$ cat src/rtl/cache_writeback_pkg.sv
// Shared definitions for the cache line write-back engine: FSM states,
// bus data width and the OKAY write-response code.
package cache_writeback_pkg;

  localparam int unsigned DATA_BUS = 32;

  localparam logic [1:0] RESP_OKAY = 2'b00;

  typedef enum logic [2:0] {
    ST_IDLE,
    ST_CHECK,
    ST_ADDR,
    ST_DATA,
    ST_RESP,
    ST_CLEAN,
    ST_DONE
  } wb_state_e;

endpackage

$ cat src/rtl/cache_writeback.sv
// Evicts one cache line as a single write burst, then marks the line clean.
// Optional feature: define CACHE_WB_RETRY_EN to resend the burst on an error response.
module cache_writeback
  import cache_writeback_pkg::*;
#(
  parameter int unsigned TAG_WIDTH    = 20,
  parameter int unsigned INDEX_WIDTH  = 6,
  parameter int unsigned OFFSET_WIDTH = 4
) (
  input  logic                    clk,
  input  logic                    rst,
  input  logic                    wb_start,
  input  logic [INDEX_WIDTH-1:0]  wb_index,
  output logic                    wb_busy,
  output logic                    wb_done,
  input  logic                    line_valid,
  input  logic                    line_dirty,
  input  logic [TAG_WIDTH-1:0]    line_tag,
  input  logic [DATA_BUS-1:0]     line_data,
  output logic [OFFSET_WIDTH-1:0] line_offset,
  output logic                    line_write_en,
  output logic                    line_valid_in,
  output logic                    line_dirty_in,
  output logic [TAG_WIDTH-1:0]    line_tag_in,
  output logic [3:0]              line_byte_en,
  output logic                    mem_awvalid,
  input  logic                    mem_awready,
  output logic [31:0]             mem_addr,
  output logic [7:0]              mem_len,
  output logic                    mem_wvalid,
  input  logic                    mem_wready,
  output logic [DATA_BUS-1:0]     mem_wdata,
  output logic                    mem_wlast,
  input  logic                    mem_bvalid,
  output logic                    mem_bready,
  input  logic [1:0]              mem_bresp
);

  localparam int unsigned ADDR_FULL_W = TAG_WIDTH + INDEX_WIDTH + OFFSET_WIDTH + 2;
  localparam logic [7:0]  BURST_LEN   = 8'((2 ** OFFSET_WIDTH) - 1);

  wb_state_e               state, state_nxt;
  logic [OFFSET_WIDTH-1:0] cnt;
  logic [INDEX_WIDTH-1:0]  idx_q;
  logic [TAG_WIDTH-1:0]    tag_q;
  logic [ADDR_FULL_W-1:0]  addr_full;
  logic                    last_beat;

`ifdef CACHE_WB_RETRY_EN
  logic resp_err;
  assign resp_err = (mem_bresp != RESP_OKAY);
`else
  logic unused_bresp;
  assign unused_bresp = ^mem_bresp;
`endif

  assign addr_full = {tag_q, idx_q, {OFFSET_WIDTH{1'b0}}, 2'b00};
  assign last_beat = (cnt == '1);

  always_ff @(posedge clk or negedge rst) begin
    if (!rst) begin
      state <= ST_IDLE;
      cnt   <= '0;
      idx_q <= '0;
      tag_q <= '0;
    end else begin
      state <= state_nxt;
      if (state == ST_IDLE && wb_start)
        idx_q <= wb_index;
      if (state == ST_CHECK && line_valid && line_dirty)
        tag_q <= line_tag;
      // Counter wraps to zero on the last beat, so a resent burst starts at beat 0.
      if (state == ST_ADDR)
        cnt <= '0;
      else if (state == ST_DATA && mem_wready)
        cnt <= cnt + 1'b1;
    end
  end

  always_comb begin
    state_nxt = state;
    unique case (state)
      ST_IDLE:  if (wb_start) state_nxt = ST_CHECK;
      ST_CHECK: state_nxt = (line_valid && line_dirty) ? ST_ADDR : ST_DONE;
      ST_ADDR:  if (mem_awready) state_nxt = ST_DATA;
      ST_DATA:  if (mem_wready && last_beat) state_nxt = ST_RESP;
      ST_RESP: begin
        if (mem_bvalid) begin
`ifdef CACHE_WB_RETRY_EN
          state_nxt = resp_err ? ST_ADDR : ST_CLEAN;
`else
          state_nxt = ST_CLEAN;
`endif
        end
      end
      ST_CLEAN: state_nxt = ST_DONE;
      ST_DONE:  state_nxt = ST_IDLE;
      default:  state_nxt = ST_IDLE;
    endcase
  end

  always_comb begin
    wb_busy       = (state != ST_IDLE);
    wb_done       = (state == ST_DONE);
    line_offset   = cnt;
    line_write_en = (state == ST_CLEAN);
    line_valid_in = (state == ST_CLEAN);
    line_dirty_in = 1'b0;
    line_tag_in   = tag_q;
    line_byte_en  = '0;
    mem_awvalid   = (state == ST_ADDR);
    mem_addr      = 32'(addr_full);
    mem_len       = BURST_LEN;
    mem_wvalid    = (state == ST_DATA);
    mem_wdata     = (state == ST_DATA) ? line_data : '0;
    mem_wlast     = (state == ST_DATA) && last_beat;
    mem_bready    = (state == ST_RESP);
  end

endmodule
$ cat config.mk
export PLATFORM = sky130hd
export DESIGN_NAME = cache_writeback
export DESIGN_NICKNAME = d
export VERILOG_FILES = /design/src/rtl/cache_writeback_pkg.sv /design/src/rtl/cache_writeback.sv
export SDC_FILE = /design/constraint.sdc
export NUM_CORES = 1
export LEC_CHECK = 0
export CELL_PAD_IN_SITES_DETAIL_PLACEMENT = 0
export CELL_PAD_IN_SITES_GLOBAL_PLACEMENT = 1
export CORE_MARGIN = 4
export CORE_UTILIZATION = 21
export DETAILED_ROUTE_END_ITERATION = 7
export GPL_TIMING_DRIVEN = 0
export PLACE_DENSITY = 0.78
export REMOVE_ABC_BUFFERS = 1
export SLEW_MARGIN = 20
export SYNTH_ARGS = -nofsm -noshare
export SYNTH_HDL_FRONTEND = slang
export SYNTH_SLANG_ARGS = --single-unit
$ cat constraint.sdc
create_clock -name clk -period 1.76 [get_ports clk]
set_clock_uncertainty 0.2 [all_clocks]
set_input_delay 0.352 -clock clk [delete_from_list [all_inputs] [get_ports clk]]
set_output_delay 0.352 -clock clk [all_outputs]
set_load 0.05 [all_outputs]
* After elaboration in Yosys (flattened, before gate mapping)
Cells that the tools add are included.
Storage, ports and cells: flip-flop bits (word level) 33, logic and storage cells 36, memory bits (writable) 0, memories 0, bits in read-only memories 0, latch bits 0, input bits 68, output and inout bits 109
Cells by class: reductions and logical operators 11, muxes and demuxes 9, bitwise logic cells 0, $lt $le $gt $ge 0, div/mod/pow operators 0, add/subtract/negate cells 1, equality and inequality tests 11, shift-type cells 0, multipliers 0
Operators with widths (number):
- 2-to-1 mux 32 bit | 1
- one-hot mux 3 bit (6 select lines) | 1
- 2-to-1 mux 3 bit | 5
- == test 3 bit, second input constant | 3
- 2-to-1 mux 4 bit | 2
- logical AND 1 bit | 7
- == test 3 x 2 -> 1 bit, second input constant | 2
- adder 4 x 1 -> 4 bit, second input constant | 1
- == test 4 bit, second input constant | 1
- inequality test 2 x 1 -> 1 bit, second input constant | 2
- inequality test 2 bit, second input constant | 2
- AND reduction 4 bit | 1
- == test 3 x 1 -> 1 bit, second input constant | 1
- logical NOT 3 bit | 1
- nonzero test 3 bit | 1
- nonzero test 2 bit | 1

* Logic depth before layout (Yosys ltp)
Gate-level depths: netlist of the first run.
word-level depth 4, mapped depth 4, depth with buffers taken out 4

* Least setup slack after synthesis of the first run
OpenSTA, ideal clock, no wires.
path type register to output, from register state[0], to output line_write_en, required time 1208 ps, cell stages (with the launch flop) 5, buffers on the path 2, path slack -888 ps, arrival time 2096 ps, path through dfrtp_1 > buf_2 > inv_1 > nor3_1 > buf_4
Between the ends: cells in the longest elaborated chain, start to end 1
RTL lines:
- from (decl) | RTL line cache_writeback.sv:42 | wb_state_e state, state_nxt;
- from (signal assigned) | RTL line cache_writeback.sv:67 | state <= state_nxt;
- == test 3 bit
- to (decl) | RTL line cache_writeback.sv:21 | output logic line_write_en,
No other way between the ends.

* Worst setup path in the final report of the first run
from register state[1], to output mem_awvalid
Between the ends: cells in the longest elaborated chain, start to end 1
RTL lines:
- == test 3 x 2 -> 1 bit | RTL line cache_writeback.sv:111 | mem_awvalid = (state == ST_ADDR);
- to (decl) | RTL line cache_writeback.sv:26 | output logic mem_awvalid,
No other way between the ends.

==> results of run 1 <==
## where the power goes
group          internal, mW  total [mW]  switching [mW]  leakage, nW
Sequential             1.12        1.40           0.286        0.402
Combinational          2.18        6.21            4.03         1.34
Clock                 0.461       0.735           0.273       0.0585
## metal layers
metal / track usage / routed length, µm / vias up
li1: - / - / 883
met1: 0.118 / 2360 / 899
met2: 0.209 / 3570 / 90
met3: 0.0367 / 530 / 7
met4: 0.0337 / 87 / 0
met5: 0 / 0 / -
## metrics by stage
step	instance area, µm²	setup TNS, ns
6_report	3920	-8.92
5_1_grt	3920	-12.81
2_1_floorplan	1700	-33.19
3_5_place_dp	3440	-67.93
4_1_cts	3790	-9.35
3_3_place_gp	3420	-85.97
## worst paths after layout
check / from / endpoint / slack (ns) / cells past startpoint
max: state[1] / mem_awvalid / -0.28 / 4
min in group asynchronous: rst / line_tag_in[9] / 0.31 / 2
max reg2reg: state[2] / idx_q[4] / -0.14 / 5
min reg2reg: idx_q[4] / idx_q[4] / 0.30 / 1
min: idx_q[4] / idx_q[4] / 0.30 / 1
max in group asynchronous: rst / state[1] / 0.62 / 3
## kinds of logic after synthesis
group,share of synthesized area
flip-flops,0.416
buffers and inverters,0.187
AO/OA/AOI/OAI,0.0391
multiplexers,0.164
adder cells (fa/ha/maj),0.00630
AND/OR/NAND/NOR,0.184
other,0.00378
## cell type report
cell class / count / area share
Timing Repair Buffer: 180 / 0.460
Clock inverter: 1 / 0.00765
Multi-Input combinational cell: 119 / 0.250
Inverter: 7 / 0.00861
Tap cell: 129 / 0.0411
Sequential cell: 33 / 0.211
Clock buffer: 7 / 0.0220
## flip-flops by register name, indices dropped and copies added (netlist names)
signal,cells
idx_q,6
state,3
line_tag_in,20
line_offset,4
## cell usage after synthesis
cell / instances / share of area
and2_1: 32 / 0.10
nor3b_1: 1 / 0.0038
or3b_1: 1 / 0.0044
o221ai_1: 1 / 0.0044
o21bai_1: 1 / 0.0038
ha_1: 1 / 0.0063
mux2i_1: 1 / 0.0050
or3_1: 1 / 0.0032
a32o_1: 1 / 0.0050
o21ai_0: 4 / 0.010
buf_4: 43 / 0.16
and2_0: 1 / 0.0032
nor2_8: 1 / 0.010
nor2_1: 1 / 0.0019
a211oi_1: 1 / 0.0038
nand4b_1: 1 / 0.0044
a21oi_1: 3 / 0.0076
mux2_2: 20 / 0.11
and4_1: 1 / 0.0044
nor4_1: 1 / 0.0032
mux2_4: 6 / 0.045
conb_1: 2 / 0.0038
nand4_1: 3 / 0.0095
nand2_1: 2 / 0.0038
clkbuf_1: 2 / 0.0038
inv_1: 7 / 0.013
nand3_1: 3 / 0.0076
or3_4: 1 / 0.0057
buf_2: 3 / 0.0076
and3b_1: 1 / 0.0044
nand2b_1: 1 / 0.0032
nor2b_1: 1 / 0.0032
nor3_1: 3 / 0.0076
dfrtp_1: 33 / 0.42
a31o_1: 1 / 0.0044
## timing repair
item	4_1_cts	5_1_grt
pin swaps	5	17
buffers inserted	15	9
resized for setup	387	86
gates cloned	4	0
endpoints found under the setup margin	118	101
endpoints found under the hold margin	13	0
hold buffers	1	0
==> reports/results.ini, run 1 <==
[timing]
final-setup-viol-count = 46
rsz0062_at_grt = yes
report.final.slew_viol_count = 0
fin_crit_ns = 2.04
hold_viol = 0
holdWs_ns = 0.302
layout_setup_ws_ns = -0.276
fmax_mhz = 491
finalCritPeriodShare = 1.16

[worst_setup_path]
cpPeakStageDelay_ns = 0.42
required_ns = 1.21
crit_path_end_kind = output pin
cp.arrival_ns = 1.48
critical-path-top-delay-family = flip-flops
cp-start-kind = flip-flop
critPathBufInv = 3
worstSetupPathType = reg2out
crit_chain = buf_4, or3b_4, inv_4, buf_8
critPathSlowestCell = dfrtp_2
cp_max_fo = 6

[global_route]
grt_pass1_vias = 1857
grt_pass1_wl_mm = 9.83
antenna_found_initial = 0
grt_max_degree = 21
gr-total-overflow = 0
grt.total_usage = 0.112

[clocking]
clk_pin_slew_worst_paths_ns = 0.07
cts_buffer_depth = 2
cts_root_buf = clkbuf_8
clock-sinks = 33
cts_buffers = 5
htree_num_levels = 2
cts_tree = done
clock_latency_ns = 0.28

[routing]
drc_errors = 0
first_pass_iters = 4
wirelength_mm = 6.55
viasPerCell = 3.95
first_iter_violations = 81
vias = 1879
drtAntennaViolNets = 0
wl_per_cell_um = 13.8

[placement]
portBuffers = 155
hpwl_mm = 4.53
gp_congestion = 0.676
preCtsSetupSlack_ns = -1.34
dpl.cell_count = 440

[run]
drv_cap = 0

[finish]
multi_input_comb_area_um2 = 980
drive_gt1_frac = 0.444
area_growth_pct = 97.6
antenna_cells = 0
utilization = 0.425
nets = 415
final_cell_mix = clkdlybuf4s50_1 (64), dfrtp_1 (30), buf_6 (28)
fin_cells = 476
seqCellArea_um2 = 830
final_common_cell = clkdlybuf4s50_1
fillCellCount = 912

[floorplan]
die_width_um = 105
initial_utilization = 0.215
fp.dieH_um = 105
core_mm2 = 0.00924
dieArea_mm2 = 0.0111
rows = 35
ios = 177

[status]
status = complete, but fails checks
violations = negative setup slack

[logic_synthesis]
syn_area_per_cell_um2 = 10.7
synth_sequential_area_ratio = 0.416
synth.cell_area_mm2 = 0.00199
synth-seq-cells = 33
postSynthCellCount = 186
yosys_warnings = 0
yosys.cell_types.count = 35

[power]
power.leakage_nw = 1.80
ir_drop_mv = 0.827
power.total_mw = 8.35
power.density_mw_per_mm2 = 2130

[worst_hold_path]
hp-class = reg2reg

No activity file was read; power rests on OpenSTA's default activity.
==> inputs of run 2 (changes only) <==
Clock period 1.76 ns to 2 ns, I/O delays scaled along.
==> reports/results.ini, run 2 (synthesis results as in run 1) <==
[timing]
fin_crit_ns = 2.13
final-setup-viol-count = 33
report.final.slew_viol_count = 0
fmax_mhz = 469
hold_viol = 0
finalCritPeriodShare = 1.07
setup_tns_ns = -3.27
tightestPinTransition_ns = 0.516
layout_setup_ws_ns = -0.134
worst_slew_margin_rel = 0.657
rsz0062_at_grt = yes

[worst_setup_path]
cpPeakStageDelay_ns = 0.44
critPathSlowestCell = dfrtp_2
r2r_cells = 4
cp.arrival_ns = 1.53
crit_path_end_kind = output pin
worstReg2RegEnd = idx_q[4]
worstSetupPathType = reg2out
cp-start-kind = flip-flop
crit_top_cell = buf_6
rrSetupSlack_ns = 0.19
cp_max_fo = 7
r2r-start = state[2]
required_ns = 1.40
crit_chain = buf_6, and3b_2, buf_6, and2_4, buf_8

[placement]
portBuffers = 155
gp_congestion = 0.676
post_dp_cell_area_mm2 = 0.00344
hpwl_mm = 4.53

[finish]
nets = 413
drive_gt1_frac = 0.391
final_cell_mix = clkdlybuf4s50_1 (64), dlygate4sd2_1 (50), dfrtp_1 (30)
final_area_mm2 = 0.00396
largest_register_ffs = 20
final_common_cell = clkdlybuf4s50_1
antenna_cells = 0
area_growth_pct = 99.3

[routing]
drtAntennaViolNets = 0
viasPerCell = 3.99
wirelength_mm = 6.57
vias = 1889
first_iter_violations = 54
drc_errors = 0
wl_per_cell_um = 13.9
first_pass_iters = 4

[floorplan]
core_mm2 = 0.00924
initial_utilization = 0.215
ios = 177
rows = 35
dieArea_mm2 = 0.0111
fp.dieH_um = 105
die_width_um = 105

[clocking]
clk_pin_slew_worst_paths_ns = 0.07
cts_root_buf = clkbuf_8
cts_buffer_depth = 2
htree_num_levels = 2
clock_latency_ns = 0.28
cts_tree = done
cts_buffers = 5
clock-sinks = 33

[global_route]
grt_pass1_wl_mm = 9.87
grt_max_degree = 21
grt_pass1_vias = 1890
gr-total-overflow = 0
grt.total_usage = 0.113
antenna_found_initial = 0

[power]
power.leakage_nw = 1.87
ir_drop_mv = 0.702
power.density_mw_per_mm2 = 1840

[run]
drv_cap = 0

[status]
status = complete, but fails checks
violations = negative setup slack

[worst_hold_path]
hp-class = reg2reg
hold_depth = 1
min_from = idx_q[4]
min_to = idx_q[4]

[run 2: cell types whose count changed in the layout (fill, tap and decap cells not counted), sizes merged]
cell / previous run / this run
buf: 65 / 63
clkbuf: 27 / 7
clkdlybuf4s15: 25 / 0
clkinvlp: 0 / 1
dlygate4sd2: 5 / 50
inv: 7 / 6
[run 2: worst max path at each step]
| stage | startpoint | endpoint | slack [ns] | depth (start not counted) |
|---|---|---|---|---|
| 2_1_floorplan | state[0] | line_valid_in | -1.24 | 2 |
| 4_1_cts | state[2] | mem_wdata[1] | -0.15 | 5 |
| 3_5_place_dp | state[0] | mem_wlast | -1.15 | 3 |
| 5_1_grt | state[2] | mem_wdata[5] | -0.20 | 5 |
| 3_3_place_gp | state[0] | mem_wlast | -1.11 | 3 |
| 6_report | state[2] | mem_wdata[16] | -0.13 | 5 |
[run 2: power breakdown]
group          leakage, nW  internal (mW)  switching (mW)
clock               0.0585          0.406           0.241
combinational         1.41           1.91            3.49
sequential           0.402          0.982           0.246
total                 1.87           3.30            3.98
[run 2: layout make-up]
type                       count  area (µm²)
clock buffer                   7        86.3
sequential                    33         830
tap                          129         161
multi-input combinational    119         976
timing repair buffer         178        1840
inverter                       7        32.5
clock inverter                 1        30.0
fill                         912        5280
[run 2: worst max-delay path: cells and delay by family, from the launching register on]
| kind | cells | cell delay (ns) |
|---|---|---|
| and+or+nand+nor | 2 | 0.41 |
| buffers and inverters | 3 | 0.40 |
| DFF | 1 | 0.44 |
[run 2: routing by layer]
layer	track usage	routed length [µm]
met1	0.118	2360
met5	0	0
met2	0.211	3580
met4	0.0337	87
met3	0.0367	541
[run 2: metrics by stage]
stage / worst slack [ns] / hold WS [ns] / power, mW / util / instances
floorplan: -1.24 / -0.0956 / 4.48 / - / 155
global placement: -1.11 / 0.291 / 6.16 / 0.370 / 439
detailed placement: -1.15 / 0.133 / 6.20 / 0.372 / 440
CTS: -0.148 / 0.305 / 7.04 / 0.408 / 471
global route: -0.198 / 0.329 / 7.61 / 0.428 / 474
finish: -0.134 / 0.302 / 7.28 / 0.428 / 474
[run 2: repair_timing]
action,CTS,global route
hold buffers,1,0
gates resized for setup,353,54
setup buffers,18,4
hold endpoints to repair,13,0
gates cloned,4,0
pin swaps,8,20
setup endpoints to repair,112,40
==> inputs of run 3 (changes only) <==
Settings changed: CORE_MARGIN 4 to 1, CORE_UTILIZATION 21 to 23, PLACE_DENSITY 0.78 to 0.85.
Clock period 2 ns to 2.6 ns, I/O delays scaled along.
==> reports/results.ini, run 3 (synthesis results as in run 1) <==
[clocking]
cts_buffer_depth = 2
cts_tree = done
clock-sinks = 33
htree_num_levels = 2
clk_pin_slew_worst_paths_ns = 0.06
cts_buffers = 5
cts_root_buf = clkbuf_8
clock_latency_ns = 0.27

[timing]
fin_crit_ns = 2.51
finalCritPeriodShare = 0.964
worst_slew_margin_rel = 0.656
fmax_mhz = 399
final-setup-viol-count = 0
rsz0062_at_grt = yes
hold_viol = 0
report.final.slew_viol_count = 0
tightestPinTransition_ns = 0.514
holdWs_ns = 0.315

[floorplan]
initial_utilization = 0.239
fp.dieH_um = 94.9
rows = 33
dieArea_mm2 = 0.00901
die_width_um = 94.9
ios = 177
core_mm2 = 0.00830

[power]
comb_power_share = 0.732
power.switching_mw = 2.87
power.leakage_nw = 1.49
p_int_mw = 2.23
clockPowerShare = 0.075
power_frac_seq = 0.193
ir_drop_mv = 0.501
power.total_mw = 5.10
p_sw_frac = 0.563
power.density_mw_per_mm2 = 1430

[worst_setup_path]
critPathSlowestCell = dfrtp_1
critical-path-top-delay-family = simple AND/OR/NAND/NOR gates
cp.arrival_ns = 1.79
critPathBufInv = 1
crit_chain = and3b_4, and4_1, clkdlybuf4s15_2
crit_path_end_kind = output pin
worstSetupPathType = reg2out
cpPeakStageDelay_ns = 0.47
required_ns = 1.88
cp-start-kind = flip-flop
cp_max_fo = 19

[routing]
vias = 1738
drtAntennaViolNets = 0
wl_per_cell_um = 12.8
drc_errors = 0
wirelength_mm = 5.44
first_iter_violations = 32
first_pass_iters = 4
viasPerCell = 4.08

[finish]
antenna_cells = 0
final_cell_mix = clkdlybuf4s50_1 (114), clkdlybuf4s15_2 (34), and2_1 (32)
drive_gt1_frac = 0.234
multi_input_comb_area_um2 = 868
seqCellArea_um2 = 828
fillCellCount = 823
largest_register_ffs = 20
final_common_cell = clkdlybuf4s50_1
fin_cells = 426
area_growth_pct = 79.5
nets = 390

[global_route]
antenna_found_initial = 0
grt.total_usage = 0.116
grt_pass1_wl_mm = 8.21
grt_max_degree = 27
grt_pass1_vias = 1593
gr-total-overflow = 0

[worst_hold_path]
hp-class = reg2reg

[status]
status = finished, final reports clean

[placement]
dpl.cell_count = 416
gp_congestion = 0.753
hpwl_mm = 4.19
portBuffers = 155

[run]
drv_cap = 0

==> run 3: cell count changes in the layout (fill, tap and decap cells not counted), sizes merged, moves of 2 or more <==
cell,delta
and3b,-2
buf,-60
clkdlybuf4s15,+35
clkdlybuf4s50,+50
dlygate4sd2,-45
==> run 3: timing repair <==
item,in CTS,in global routing
pin swaps,1,0
gates resized for setup,113,2
buffers inserted,0,0
hold endpoints to repair,7,0
hold buffers,1,0
setup endpoints to repair,60,38
cloned,1,0
==> run 3: power by group through the flow <==
stage | registers (mW) | clock network, mW | logic (mW)
CTS | 0.989 | 0.406 | 3.75
finish | 0.986 | 0.382 | 3.73
global route | 1.03 | 0.425 | 3.89
floorplan | 2.24 | 0 | 1.21
global placement | 0.968 | 0 | 3.75
detailed placement | 0.983 | 0 | 3.78
==> run 3: worst paths after layout <==
check                          from              to  slack, ns  cells after the start
setup / recovery           state[2]       mem_wlast       0.09                      3
setup reg to reg           state[2]  line_tag_in[4]       0.68                      4
hold reg to reg            idx_q[1]        idx_q[1]       0.32                      1
hold / removal             idx_q[1]        idx_q[1]       0.32                      1
max in group asynchronous       rst        state[0]       1.35                      3
min in group asynchronous       rst        idx_q[1]       0.44                      2
==> run 3: final cells by class <==
class | count | area share
repair buffers | 158 | 0.456
multi-input cells | 116 | 0.244
flip-flops and latches | 33 | 0.232
well taps | 105 | 0.0369
clock buffers | 7 | 0.0242
inverters | 7 | 0.00737
==> run 3: through the flow <==
stage	setup TNS [ns]	setup slack (ns)	cell area, µm²	util
2_1_floorplan	-3.66	-0.759	1700	-
3_3_place_gp	-27.20	-0.623	3390	0.408
3_5_place_dp	-28.59	-0.679	3400	0.410
4_1_cts	-1.81	-0.100	3550	0.428
5_1_grt	-0.0168	-0.0101	3560	0.430
6_report	0	0.0928	3560	0.430
==> run 3: routing by layer <==
layer	vias to the layer above	track usage	wire, µm
li1	831	-	-
met1	841	0.145	2250
met2	62	0.205	2890
met3	4	0.0185	245
met4	0	0.0341	53
met5	-	0	0
